File: config.mk
export PLATFORM = sky130hd
export DESIGN_NAME = maze_mem_arbiter
export DESIGN_NICKNAME = d
export VERILOG_FILES = /design/src/rtl/maze_mem_arbiter.sv
export SDC_FILE = /design/constraint.sdc
export NUM_CORES = 1
export LEC_CHECK = 0
export BUFFER_PORTS_ARGS = -buffer_cell sky130_fd_sc_hd__buf_2
export CAP_MARGIN = 10
export CORE_AREA = 4 4 55 57
export CTS_BUF_LIST = sky130_fd_sc_hd__clkbuf_4 sky130_fd_sc_hd__clkbuf_8 sky130_fd_sc_hd__clkbuf_16
export DETAILED_ROUTE_END_ITERATION = 12
export DIE_AREA = 0 0 59 61
export HOLD_SLACK_MARGIN = 0.06
export PLACE_DENSITY = 0.73
export SETUP_SLACK_MARGIN = 0.05
export SYNTH_ARGS = -nofsm -noshare
export SYNTH_HDL_FRONTEND = slang
export SYNTH_SLANG_ARGS = --single-unit
File: constraint.sdc
create_clock -name clk -period 1.43 [get_ports clk]
set_clock_uncertainty 0.2 [all_clocks]
set_input_delay 0.286 -clock clk [delete_from_list [all_inputs] [get_ports clk]]
set_output_delay 0.286 -clock clk [all_outputs]
set_load 0.05 [all_outputs]
File: src/rtl/maze_mem_arbiter.sv
// Shares the single-port maze RAM between the host loader and the solver, with a clear sweep.
// Optional ARB_HOST_PRIO_EN: fixed host priority replaces round-robin arbitration.
module maze_mem_arbiter #(
   parameter int            AW      = 8,
   parameter int            DW      = 1,
   parameter logic [DW-1:0] CLR_VAL = '0
) (
   input  logic          clk,
   input  logic          rst,
   input  logic          host_req,
   input  logic          host_we,
   input  logic [AW-1:0] host_addr,
   input  logic [DW-1:0] host_wdata,
   output logic          host_gnt,
   output logic          host_rvalid,
   output logic [DW-1:0] host_rdata,
   input  logic          slv_req,
   input  logic          slv_we,
   input  logic [AW-1:0] slv_addr,
   input  logic [DW-1:0] slv_wdata,
   output logic          slv_gnt,
   output logic          slv_rvalid,
   output logic [DW-1:0] slv_rdata,
   input  logic          lock,
   input  logic          clr_start,
   output logic          clr_busy,
   output logic          clr_done,
   output logic [AW-1:0] mem_addr,
   output logic          mem_we,
   output logic [DW-1:0] mem_wdata,
   input  logic [DW-1:0] mem_rdata
);

   typedef enum logic [2:0] {IDLE, ACC_H, ACC_S, RD_WAIT, CLEAR, CLR_END} state_t;

   localparam logic [AW-1:0] CNT_ONE = {{(AW-1){1'b0}}, 1'b1};

   state_t        state, state_nxt;
   logic [AW-1:0] cnt;
   logic          pend;
   logic          rd_slv;
   logic [DW-1:0] host_hold, slv_hold;
   logic          host_elig, slv_elig, pick_slv;

   // A host write is held off while the solver owns the maze; host reads still go through.
   assign host_elig = host_req & ~(host_we & lock);
   assign slv_elig  = slv_req;

`ifdef ARB_HOST_PRIO_EN
   assign pick_slv = slv_elig & ~host_elig;
`else
   logic rr_ptr;  // 1 = solver was granted last

   assign pick_slv = slv_elig & (~host_elig | ~rr_ptr);

   always_ff @(posedge clk) begin
      if (!rst)
         rr_ptr <= 1'b0;
      else if (state == IDLE && !pend && (host_elig || slv_elig))
         rr_ptr <= pick_slv;
   end
`endif

   always_comb begin
      state_nxt   = state;
      host_gnt    = 1'b0;
      slv_gnt     = 1'b0;
      host_rvalid = 1'b0;
      slv_rvalid  = 1'b0;
      host_rdata  = host_hold;
      slv_rdata   = slv_hold;
      clr_busy    = 1'b0;
      clr_done    = 1'b0;
      mem_addr    = '0;
      mem_we      = 1'b0;
      mem_wdata   = '0;
      unique case (state)
         IDLE: begin
            if (pend)           state_nxt = CLEAR;
            else if (pick_slv)  state_nxt = ACC_S;
            else if (host_elig) state_nxt = ACC_H;
         end
         ACC_H: begin
            host_gnt  = 1'b1;
            mem_addr  = host_addr;
            mem_we    = host_we;
            mem_wdata = host_wdata;
            state_nxt = host_we ? IDLE : RD_WAIT;
         end
         ACC_S: begin
            slv_gnt   = 1'b1;
            mem_addr  = slv_addr;
            mem_we    = slv_we;
            mem_wdata = slv_wdata;
            state_nxt = slv_we ? IDLE : RD_WAIT;
         end
         RD_WAIT: begin
            if (rd_slv) begin
               slv_rvalid = 1'b1;
               slv_rdata  = mem_rdata;
            end else begin
               host_rvalid = 1'b1;
               host_rdata  = mem_rdata;
            end
            state_nxt = IDLE;
         end
         CLEAR: begin
            clr_busy  = 1'b1;
            mem_we    = 1'b1;
            mem_addr  = cnt;
            mem_wdata = CLR_VAL;
            if (&cnt) state_nxt = CLR_END;
         end
         CLR_END: begin
            clr_done  = 1'b1;
            state_nxt = IDLE;
         end
         default: state_nxt = IDLE;
      endcase
   end

   always_ff @(posedge clk) begin
      if (!rst) begin
         state     <= IDLE;
         cnt       <= '0;
         pend      <= 1'b0;
         rd_slv    <= 1'b0;
         host_hold <= '0;
         slv_hold  <= '0;
      end else begin
         state <= state_nxt;
         // IDLE with pending always enters CLEAR, which consumes it; a new pulse re-arms it.
         pend  <= clr_start | (pend & (state != IDLE));
         if (state == CLEAR)        cnt <= cnt + CNT_ONE;
         else if (state == CLR_END) cnt <= '0;
         if (state == ACC_S)        rd_slv <= 1'b1;
         else if (state == ACC_H)   rd_slv <= 1'b0;
         if (state == RD_WAIT) begin
            if (rd_slv) slv_hold  <= mem_rdata;
            else        host_hold <= mem_rdata;
         end
      end
   end

endmodule
* Yosys cells after proc, flatten, opt, wreduce, memory -nomap -nowiden *
Index checks and enable logic that the tools add are counted.

cells by class
  add/sub/neg operators = 1
  $mul = 0
  divide/modulo/power cells = 0
  magnitude comparators = 0
  eq/ne operators = 7
  shifts and indexed selects = 0
  mux-type cells = 26
  bitwise gates (word level) = 9
  reductions and logical operators = 10

operators by type and width
  kind                 count
  $pmux 8 s3           1
  $mux 8               2
  $mux 1               14
  $mux 3               4
  $pmux 3 s4           1
  $add 8x1->8 const B  1
  $reduce_and 8->1     1
  $eq 3x2->1 const B   2
  $eq 3x3->1 const B   2
  $and 1x1->1          4
  $mux 2               2
  $ne 4x4->1 const B   1
  $reduce_bool 2->1    2
  $eq 3x1->1 const B   1
  $logic_not 3->1      1
  $not 1->1            3
  $pmux 1 s3           1
  $reduce_bool 3->1    1
  $logic_and 1x1->1    2
  $ne 2x2->1 const B   1
  $or 1x1->1           2
  $pmux 1 s2           1
  $reduce_and 2->1     1
  $logic_not 1->1      1
  $logic_or 1x1->1     1

storage, ports and cells
  register bits = 16
  latch bits = 0
  RAM bits = 0
  memory bits (read-only) = 0
  input port bits = 27
  output and inout port bits = 18
  word-level logic and storage cells = 60
  memories kept = 0

* Longest topological paths before layout *
Gate-level depths: netlist of the first run.

  depth in word-level cells = 9
  mapped depth = 7
  gate-level depth less buffers = 5

* Worst setup path after synthesis of the first run *
No wires, ideal clock.

  kind = flip-flop to flip-flop
  start point = reg state[1]
  end point = reg host_hold
  library setup time = 115 ps
  data arrival time = 2403 ps
  required time = 1115 ps
  path slack = -1288 ps
  stages on the path, launching flop included = 6
  buffers on the path = 1
  clock period less this slack = 2718 ps
  cells stage by stage = dfxtp_1 -> buf_6 -> nand2_1 -> nor3_1 -> mux2_2 -> and2_1

on the way
  word-level cells in the longest chain between the ends = 2

RTL lines
  element                 RTL line  source
  start, declared         38        state_t state, state_nxt;
  start signal, assigned  131       state <= state_nxt;
  $eq 3x2->1              -
  $mux 1                  -
  net host_rdata          16        output logic [DW-1:0] host_rdata,
  end signal, assigned    140       else host_hold <= mem_rdata;
  end, declared           42        logic [DW-1:0] host_hold, slv_hold;

The timed path passes the listed nets, and every way through them passes these cells.
A chain may end at the register's enable or synchronous reset.

* Worst setup path after layout of the first run *
  start point = reg state[0]
  end point = out slv_rdata

on the way
  word-level cells in the longest chain between the ends = 2

RTL lines
  element        RTL line  source
  $eq 3x2->1     77        unique case (state)
  $mux 1         77
  end, declared  23        output logic [DW-1:0] slv_rdata,

Every way passes these cells.

==> results list, run 1 <==
- Yosys mapped a number of flops with a built-in enable equal to 0.
- The total count of hold-check failures in the final report was 0.
- After detailed placement, the design holds a cell count of 233.
- Headroom to the max-slew limit came out at 0.711.
- Type of the most critical hold path: input port to flip-flop
- The share of total power dissipated in the clock network is 0.117.
- The HPWL after detailed placement is 2.83 mm.
- YS warnings: 0
* Fraction of layout cells with a size suffix above 1: 0.722
- The first global-routing pass estimated 6.74 mm of wire.
- Max-cap violations in this run came to 0.
* Top-Level Pins: 45
* Pin slew with the least headroom to its limit: 430 ps
- Post-layout instance count excluding filler cells: 260
- Leaving out fill and tap cells, the most frequent cell in the layout is buf_4.
- The initialized floorplan defines 18 standard-cell rows.
* CTS Root Cell: clkbuf_4
- For this run, design rule violations remaining after detail routing come to 0.
- Required time at the worst-slack endpoint: 940 ps
- Maximum number of pins on one net before global-route repair: 12
* Commonest cells after routing, fill and taps aside: 31 x buf_4, 29 x buf_6, 26 x buf_2, 10 x nand2_1, 10 x dfxtp_1
* RSZ-0062 raised after global routing: true
- TritonCTS clock tree: yes
* Post-route antenna net violation count: 0
* Synth-to-layout area growth: 123%
* Final Max Tran Viols: 0
* Kind of end point of the critical path: primary output
* Quantity of I/O buffers inserted on ports: 44
- With fillers left out, the area of the finished cells amounts to 2320 um^2.
* Post-synth cell types: 43
- The most used flip-flop cell after synthesis is dfxtp_1.
- Starting density of the core: 0.420
- Total of endpoints with negative setup slack in the final report: 33
- Final layout net count: 259
- The number of antenna violations at the first check in global routing was 0.
- Static timing analysis puts the maximum clock frequency at 0.475 GHz.
- Overall routing resource usage: 0.248
- CTS saw 16 sinks.
- Clock buffer count from CTS: 3
- At the worst endpoint, the arrival time is 1620 ps.
- A synthesized cell averages 7.60 um^2.
* Static Leak: 0.993 nW
* Fraction of power spent switching nets: 0.442
- Counting flops and latches in the post-synthesis netlist gives 16.
- The worst setup path is launched from a flip-flop.
- Final Core Density: 0.938
- Counting along the longest clock path gives a buffer depth of 2.
- Aggregate routed wire length: 6.26 mm
* Clock insertion delay at the later pin of the skew report: 300 ps
- The number of global-route vias before repair came to 1,482.
* Proportion of power drawn by combinational gates: 0.678
- Dpl ws: -382 ps
- The critical path is of the flip-flop to primary output type.
- Across the VDD grid, the largest voltage drop is 1240 uV.
- Overall power consumption after layout is estimated at 2.77 mW.
- Measured along the x axis, the die boundary spans 59 um.
- The run finished, with violations left.
* Core area: 2480 um^2
- Global placer's final weighted congestion: 0.835
- Cell type contributing the most total cell area after synthesis: dfxtp_1
* Internal power: 1.55 mW
- In the finished design, the share of the clock period the worst path needs comes to 1.47.
* Total negative slack: -15,200 ps
- Post-detailed-placement cell area: 1700 um^2
- CTS built an H-tree with a depth of 1.
- Vias per cell: 6.25
* Sequential share of power: 0.205
- Number of nets in the synthesized netlist: 165
- Time the worst path needs with I/O delays and setup: 2110 ps
- The share of synthesized area in the top cell type comes to 0.308.
- In the synthesized netlist the async set-or-reset flop fraction comes to 0.
- Violated checks: setup timing
* Total standard cell area after synthesis: 1040 um^2
- Number of DRC violations after detailed-routing iteration 0: 253
- DRT Pass-1 Iters: 4
- The die covers 3600 um^2.
* Number of instances in the synthesized netlist: 137
- In this run the power spent charging and discharging nets is 1.22 mW.
- Dividing total power by cell area gives a power density of 1190 nW/um^2.
- The final route contains 1,624 vias.
* Antenna diodes: 0
- Clock transition time at the flip-flop clock pins of the worst setup and hold paths: 110 ps
- After detailed routing, the average wire length per cell comes to 24.1 um.
- Final hold analysis gives a worst-case slack of 61.4 ps.
- Yosys attributes the largest share of cell area to dfxtp_1 31%, o21ai_0 7.2%, a21oi_1 6.3%.
- Leftover overflow at the end of global routing: 0
- Along the worst path, the maximum fanout reaches 7.
- Post-layout worst setup margin: -677 ps
* Share of the yosys chip area belonging to registers: 0.308
- Y dimension of the die: 61 um
==> cell type report <==
class	count	area [um^2]
clock buffers	4	36.3
fillers	79	154
inverters	5	27.5
multi-input cells	105	980
flip-flops and latches	16	335
well taps	30	37.5
repair buffers	99	900
repair inverters	1	7.51
==> flip-flops by register name, indices dropped and copies added (netlist names) <==
| name | count |
|---|---|
| rr_ptr | 1 |
| state | 3 |
| pend | 1 |
| rd_slv | 1 |
| slv_hold | 1 |
| host_hold | 1 |
| cnt | 8 |
==> what timing repair did <==
item / CTS / global route
pin swaps: 12 / 17
setup endpoints to repair: 32 / 34
buffers inserted: 5 / 16
endpoints found under the hold margin: 1 / 0
hold buffers: 1 / 0
cloned: 1 / 1
resized for setup: 72 / 37
==> cell usage after synthesis (all sizes together), types with 2 or more instances <==
cell    instances
clkbuf          6
a21oi          13
nor2b           4
nand4b          2
and2            3
nor2           10
a31oi           2
inv             5
nand3b          2
buf             5
nand2          15
nor3            5
mux2            2
a22oi           8
dfxtp          16
o21ai          15
nand2b          2
and3            2
nand3           2
==> critical path: stages, from the launching register on <==
cell	delay (ps)
dfxtp_4	420
buf_6	130
nand4b_1	230
mux2_4	380
buf_6	160
==> metal layers <==
| layer | wire length, um | share of wire | vias to the layer above | GRT usage |
|---|---|---|---|---|
| li1 | - | - | 687 | - |
| met1 | 2080 | 0.33 | 738 | 0.246 |
| met2 | 3150 | 0.50 | 147 | 0.483 |
| met3 | 522 | 0.083 | 52 | 0.0638 |
| met4 | 497 | 0.079 | 0 | 0.110 |
| met5 | 0 | 0 | - | 0 |
==> power by group through the flow <==
| stage | clock [mW] | combinational (mW) | sequential (mW) |
|---|---|---|---|
| finish | 0.324 | 1.88 | 0.566 |
| global route | 0.347 | 1.95 | 0.571 |
| CTS | 0.317 | 1.49 | 0.556 |
| detailed placement | 0 | 1.18 | 0.553 |
| global placement | 0 | 1.15 | 0.549 |
| floorplan | 0 | 0.893 | 0.523 |
==> final timing paths <==
kind                  from         to  slack, ps  depth (start not counted)
hold / removal         rst   state[1]         60                          2
setup reg to reg  state[0]     rr_ptr       -540                          8
setup / recovery  state[0]  slv_rdata       -680                          4
hold reg to reg     rr_ptr     rr_ptr        340                          1
==> cells by family after synthesis <==
| logic type | synth area share |
|---|---|
| buffers and inverters | 0.0781 |
| muxes | 0.0312 |
| AOI/OAI and AO/OA | 0.285 |
| and+or+nand+nor | 0.286 |
| adders and majority gates | 0.0120 |
| DFF | 0.308 |
Power figures use the tool's default switching activity.
==> run 2: changes to the inputs <==
--- a/config.mk
+++ b/config.mk
@@ -7,13 +7,13 @@
 export LEC_CHECK = 0
 export BUFFER_PORTS_ARGS = -buffer_cell sky130_fd_sc_hd__buf_2
 export CAP_MARGIN = 10
-export CORE_AREA = 4 4 55 57
+export CORE_AREA = 4 4 53 55
 export CTS_BUF_LIST = sky130_fd_sc_hd__clkbuf_4 sky130_fd_sc_hd__clkbuf_8 sky130_fd_sc_hd__clkbuf_16
 export DETAILED_ROUTE_END_ITERATION = 12
-export DIE_AREA = 0 0 59 61
+export DIE_AREA = 0 0 57 59
 export HOLD_SLACK_MARGIN = 0.06
-export PLACE_DENSITY = 0.73
-export SETUP_SLACK_MARGIN = 0.05
+export PLACE_DENSITY = 0.75
+export SETUP_SLACK_MARGIN = 0.5
 export SYNTH_ARGS = -nofsm -noshare
 export SYNTH_HDL_FRONTEND = slang
 export SYNTH_SLANG_ARGS = --single-unit
==> constraint.sdc (replaced) <==
create_clock -name clk -period 2 [get_ports clk]
set_clock_uncertainty 0.2 [all_clocks]
set_input_delay 0.4 -clock clk [delete_from_list [all_inputs] [get_ports clk]]
set_output_delay 0.4 -clock clk [all_outputs]
set_load 0.05 [all_outputs]
==> results list, run 2 (synthesized netlist as in run 1, its figures left out) <==
- Clock transition time at the flip-flop clock pins of the worst setup and hold paths: 100 ps (about the same)
* Setup slack of the worst register-to-register path: -10 ps (+530 ps)
* Critical-path maximum fanout: 8 (+1)
- Number of remaining DRC errors: 0 (unchanged)
- RSZ-0062 raised after global routing: true
- The smallest clock period supported by the final layout is computed as 2120 ps.
- The violation count after the first detailed-routing iteration came to 59 (-77%).
- The number of flip-flops under the largest register name came to 8 (unchanged).
- Fraction of layout cells with a size suffix above 1: 0.660 (-0.0617)
- Power consumption: 1.71 mW (-38%)
- The arrival time at the worst endpoint was 1520 ps (-100 ps).
- Y dimension of the die: 59 um (-3.3%)
* Static Leak: 0.817 nW (-18%)
- The total clock sinks came to 16 (unchanged).
* Type of the most critical hold path: input port to flip-flop
- Largest registers ranked by flip-flop count: cnt x8, state x3
- The final routed wirelength across all metal layers came to 4.36 mm (-30%).
* Number of global-route vias before repair: 1,421 (-4.1%)
- CTS Buffer Depth: 2 (unchanged)
- Leftover overflow at the end of global routing: 0 (unchanged)
* Core area: 2390 um^2 (-3.6%)
* FMAX: 0.471 GHz
* Post-route antenna net violation count: 0 (unchanged)
* Violated checks: setup timing
* Global placer's final weighted congestion: 0.870 (+4.2%)
- Total die area: 3360 um^2 (-6.6%)
- Synth-to-layout area growth: 91.0%
- The net count of the finished layout was 229 (-12%).
* Max_cap viols: 0 (unchanged)
* Worst path most repeated cell: buf_6
* Commonest cells after routing, fill and taps aside: 26 x buf_2, 25 x buf_6, 13 x dfxtp_1, 11 x buf_4, 9 x a21oi_1
- The number of clock buffers inserted by TritonCTS was 3 (unchanged).
- Worst IR Drop VDD: 758 uV (-39%)
* Slowest cell delay on critical path: 440 ps (+20 ps)
- The number of slew-limit violations in the final report came to 0 (unchanged).
- Leaving out fill and tap cells, the most frequent cell in the layout is buf_2.
- Final worst path period share: 1.06
- Post-layout worst setup margin: -121 ps (+556 ps)
- Outcome: finished with violations
- Hold Vio Cnt, Final: 0 (unchanged)
* Wire length of the first global-routing pass: 6.80 mm (+0.92%)
- The initial cell density of the core came to 0.436 (+0.0159).
* Post-layout instance count excluding filler cells: 230 (-12%)
- The slowest stage of the critical path is the dfxtp_4 cell.
- The final core utilization was 0.833 (-0.105).
- The signal on the critical path passes through nor2b_4 -> buf_6 -> a22oi_2 -> o21ai_4 -> buf_6.
- Clock insertion delay at the later pin of the skew report: 310 ps (about the same)
- Kind of end point of the critical path: primary output
- DRT Pass-1 Iters: 4 (unchanged)
- The count of boundary I/O pins is 45 (unchanged).
- Required time at the worst-slack endpoint: 1400 ps (+460 ps)
- Vias per cell: 5.95 (-4.8%)
* Number of H-tree levels: 1 (unchanged)
- The standard-cell row count was 18 (unchanged).
* Maximum number of pins on one net before global-route repair: 14 (+2)
- STA classifies the critical path startpoint as a flip-flop.
- The worst slack at placement came to -4.42 ps (+377 ps).
- Largest Register: cnt
- CTS placed an instance of clkbuf_4 at the clock tree root.
* Antenna diodes: 0 (unchanged)
* Instance count after placement with tap cells included: 205 (-12%)
- Routed length per placed instance: 18.9 um (-21%)
- Overall routing resource usage: 0.265 (+0.0166)
- TritonCTS built the clock tree.
- Initial antenna violation count: 0 (unchanged)
- Pin slew with the least headroom to its limit: 445 ps (+14.4 ps)
- The worst-case headroom to the max-slew limit came to 0.701 (-0.00967).
- The total vias in the final route is 1,368 (-16%).
* Power per cell area: 861 nW/um^2 (-28%)
- The number of I/O port buffers was 44 (unchanged).
- The die boundary width came to 57 um (-3.4%).
- The number of failing setup endpoints in the final timing report was 14 (-58%).
- The placed wire-length estimate came to 2.21 mm (-22%).
* Classification of the worst setup path: flip-flop to primary output
run 2: layout make-up:
class	count	area (um^2)
clock buffer	4	36.3
timing repair buffer	69	599
tap	30	37.5
fill	148	399
multi-input combinational	105	951
sequential	16	332
timing repair inverter	1	7.51
inverter	5	25.0
run 2: worst max-delay path: cells and delay by family (launching register included):
kind / cells / cell delay (ps)
AO/OA/AOI/OAI: 2 / 240
buffers and inverters: 2 / 320
AND/OR/NAND/NOR: 1 / 210
flip-flops: 1 / 440
run 2: power breakdown:
group	total (mW)	internal (mW)	switching, mW
sequential	0.402	0.349	0.0535
combinational	1.08	0.482	0.596
clock	0.230	0.111	0.119
total	1.71	0.942	0.769
run 2: layer usage:
layer / track usage / vias up / wire length, um
li1: - / 635 / -
met1: 0.276 / 638 / 1580
met2: 0.486 / 75 / 2290
met3: 0.0697 / 20 / 274
met4: 0.139 / 0 / 219
met5: 0 / - / 0
run 2: repair_timing:
item                       CTS  global route
setup endpoints to repair   29            30
buffers inserted            17             1
pin swaps                   36             8
gates cloned                 3             0
resized for setup           93             9
hold buffers                 0             0
run 2: final timing paths:
path                            startpoint           to  cells after the start
worst min-delay path             clr_start         pend                      3
worst max register to register    state[1]     state[0]                     10
worst min register to register      rr_ptr       rr_ptr                      1
worst max-delay path              state[0]  mem_addr[3]                      5
run 2: per-stage QoR:
step                      hold slack (ps)  area (um^2)  setup TNS [ps]
after CTS                             123         1950            -848
after global routing                  144         1990           -1840
after floorplan                       246         1280           -47.6
after detailed placement              268         1460           -4.42
after global placement                261         1460               0
final                                 125         1990           -1050
==> run 3: changes to the inputs <==
--- a/config.mk
+++ b/config.mk
@@ -7,12 +7,14 @@
 export LEC_CHECK = 0
 export BUFFER_PORTS_ARGS = -buffer_cell sky130_fd_sc_hd__buf_2
 export CAP_MARGIN = 10
-export CORE_AREA = 4 4 53 55
+export CELL_PAD_IN_SITES_DETAIL_PLACEMENT = 0
+export CELL_PAD_IN_SITES_GLOBAL_PLACEMENT = 2
+export CORE_AREA = 4 4 70 72
 export CTS_BUF_LIST = sky130_fd_sc_hd__clkbuf_4 sky130_fd_sc_hd__clkbuf_8 sky130_fd_sc_hd__clkbuf_16
 export DETAILED_ROUTE_END_ITERATION = 12
-export DIE_AREA = 0 0 57 59
+export DIE_AREA = 0 0 74 76
 export HOLD_SLACK_MARGIN = 0.06
-export PLACE_DENSITY = 0.75
+export PLACE_DENSITY_LB_ADDON = 0.1
 export SETUP_SLACK_MARGIN = 0.5
 export SYNTH_ARGS = -nofsm -noshare
 export SYNTH_HDL_FRONTEND = slang
==> results list, run 3 (synthesized netlist as in run 1, its figures left out) <==
* Outcome: finished with violations
- The final reports fail on setup timing.
- The number of slew-limit violations in the final report came to 0 (unchanged).
- Most common library cell in the layout ignoring fill and taps: buf_2
- Commonest cells after routing, fill and taps aside: 27 x buf_2, 24 x buf_6, 15 x buf_4, 10 x nand2_1, 10 x dfxtp_1
* CTS Root Cell: clkbuf_8
- The violation count after the first detailed-routing iteration came to 49 (-17%).
* Fraction of power spent switching nets: 0.424 (-0.0247)
- For hold timing, the worst endpoint is pend.
- Routed via count: 1,272 (-7.0%)
- The number of flip-flops under the largest register name came to 8 (unchanged).
* Proportion of power drawn by combinational gates: 0.628 (-0.003)
- Number of global-route vias before repair: 1,341 (-5.6%)
- Endpoint of the most critical register-to-register path: rr_ptr
- Number of H-tree levels: 1 (unchanged)
- Setup repair after global routing could not meet its margin everywhere.
* Post-detailed-placement cell area: 1530 um^2 (+4.3%)
- Clock buffer count from CTS: 3 (unchanged)
- Chip Width: 74 um (+30%)
- Critical-path maximum fanout: 5 (-3)
* Final worst path period share: 1.02 (-0.0411)
- Post-layout worst setup margin: -39.1 ps (+82.1 ps)
- The top achievable clock speed was 0.490 GHz (+4.0%).
* Post-DP HPWL: 2.75 mm (+24%)
* Type of the most critical hold path: input port to flip-flop
* Synth-to-layout area growth: 100%
- Worst IR Drop VDD: 476 uV (-37%)
- The actual transition at the worst max-transition pin came to 628 ps (+184 ps).
* Launching element type of the critical path: flip-flop
* CTS Buffer Depth: 2 (unchanged)
- Clock insertion delay at the later pin of the skew report: 250 ps (-60 ps)
* Fraction of layout cells with a size suffix above 1: 0.670 (+0.00995)
* Aggregate routed wire length: 3.92 mm (-10%)
* CTS sink count: 16 (unchanged)
- The DRC violations left was 0 (unchanged).
- Overall routing resource usage: 0.144 (-0.121)
- Startpoint of the most critical hold path: clr_start
* CP Data Arrival Time: 1440 ps (-80 ps)
* CTS Hold Buffers Added: 0 (unchanged)
- Final layout net count: 233 (+1.7%)
- Instance count after placement with tap cells included: 230 (+12%)
- Post-route antenna net violation count: 0 (unchanged)
- The core box area is 4290 um^2 (+80%).
* Setup slack of the worst register-to-register path: 210 ps (+220 ps)
- Initial antenna violation count: 0 (unchanged)
- The sequential fraction of design power is 0.227 (-0.008).
- The worst register-to-register path begins at state[0].
* Maximum number of pins on one net before global-route repair: 13 (-1)
- TritonCTS built the clock tree.
* Quantity of I/O buffers inserted on ports: 44 (unchanged)
- The wire length of the first global-routing pass was 6.49 mm (-4.6%).
- The standard-cell row count is 24 (+6).
* Power consumption: 1.75 mW (+2.1%)
* Total negative slack: -127 ps (+925 ps)
* Switching power of the nets: 0.741 mW (-3.6%)
- Hold Slack: 176 ps (+51.7 ps)
* Instance count along the most critical hold path: 3 (unchanged)
- The final weighted congestion of routability-driven global placement was 0.797 (-8.4%).
- The final standard cell count with taps included and fillers excluded is 255 (+11%).
* Largest registers ranked by flip-flop count: cnt x8, state x3
- Top-Level Pins: 45 (unchanged)
* DRT Pass-1 Iters: 4 (unchanged)
* Classification of the worst setup path: flip-flop to primary output
- The clock network fraction of design power came to 0.145 (+0.011).
* Total of endpoints with negative setup slack in the final report: 11 (-3)
* Max_cap viols: 0 (unchanged)
- The count of cells along the worst register-to-register path is 7 (-3).
* Vias per cell: 4.99 (-16%)
* Kind of end point of the critical path: primary output
- Total die area: 5620 um^2 (+67%)
* Leftover overflow at the end of global routing: 0 (unchanged)
- The post-CTS clock slew at the launch and capture registers of the worst setup and hold paths came to 70 ps (-30 ps).
- The height of the die came to 76 um (+29%).
- Power per cell area: 838 nW/um^2 (-2.7%)
* Worst slew margin: 0.577 (-0.124)
- Routed length per placed instance: 15.4 um (-19%)
* Hold Vio Cnt, Final: 0 (unchanged)
- Dpl ws: 27.0 ps (+31.4 ps)
* Antenna diodes: 0 (unchanged)
* Largest Register: cnt
- The time the worst path needs with I/O delays and setup was 2040 ps (-82.1 ps).
- Design area: 2080 um^2 (+4.8%)
* Required time at the worst-slack endpoint: 1400 ps (about the same)
* Internal power: 1.01 mW (+6.6%)
- The initial cell density of the core was 0.242 (-0.194).
- Static Leak: 0.846 nW (+3.6%)
- The final core utilization came to 0.485 (-0.347).
## run 3: changes by cell type in the layout (fill, tap and decap cells not counted), sizes merged
cell / delta
clkbuf: -1
buf: +5
clkinvlp: -1
## run 3: critical path, stage by stage (launching register included)
cell	delay (ps)
dfxtp_4	390
buf_4	140
nor2_1	40
nand2_1	130
clkinvlp_4	110
a22o_4	240
buf_6	150
## run 3: per-layer routing
metal | track usage | vias up | wire (um)
li1 | - | 631 | -
met1 | 0.182 | 611 | 1660
met2 | 0.254 | 28 | 2100
met3 | 0.0264 | 2 | 145
met4 | 0.0199 | 0 | 14
met5 | 0 | - | 0
## run 3: timing repair
item,CTS,global route
hold endpoints to repair,0,0
setup buffers,16,4
gates resized for setup,69,26
pin swaps,20,12
gates cloned,2,0
endpoints found under the setup margin,25,31
## run 3: power groups by stage
stage                     sequential, mW  combinational, mW  clock [mW]
after detailed placement           0.409              0.738           0
after global placement             0.406              0.733           0
after floorplan                    0.372              0.637           0
after CTS                          0.393               1.03       0.263
final                              0.397               1.10       0.253
after global routing               0.402               1.16       0.274
## run 3: how the worst max path moves through the flow
stage / from / end / slack, ps / cells after the start
floorplan: state[1] / host_rdata / -50 / 4
global placement: state[1] / mem_we / 50 / 5
detailed placement: state[0] / mem_addr[6] / 30 / 5
CTS: state[0] / host_rdata / -40 / 5
global route: state[0] / mem_wdata / -90 / 6
finish: state[0] / mem_wdata / -40 / 6
## run 3: final cells by class
class / count / area (um^2)
fill: 424 / 2210
inverter: 5 / 25.0
timing repair buffer: 74 / 661
tap: 52 / 65.1
clock buffer: 3 / 41.3
multi-input combinational: 105 / 952
sequential: 16 / 340
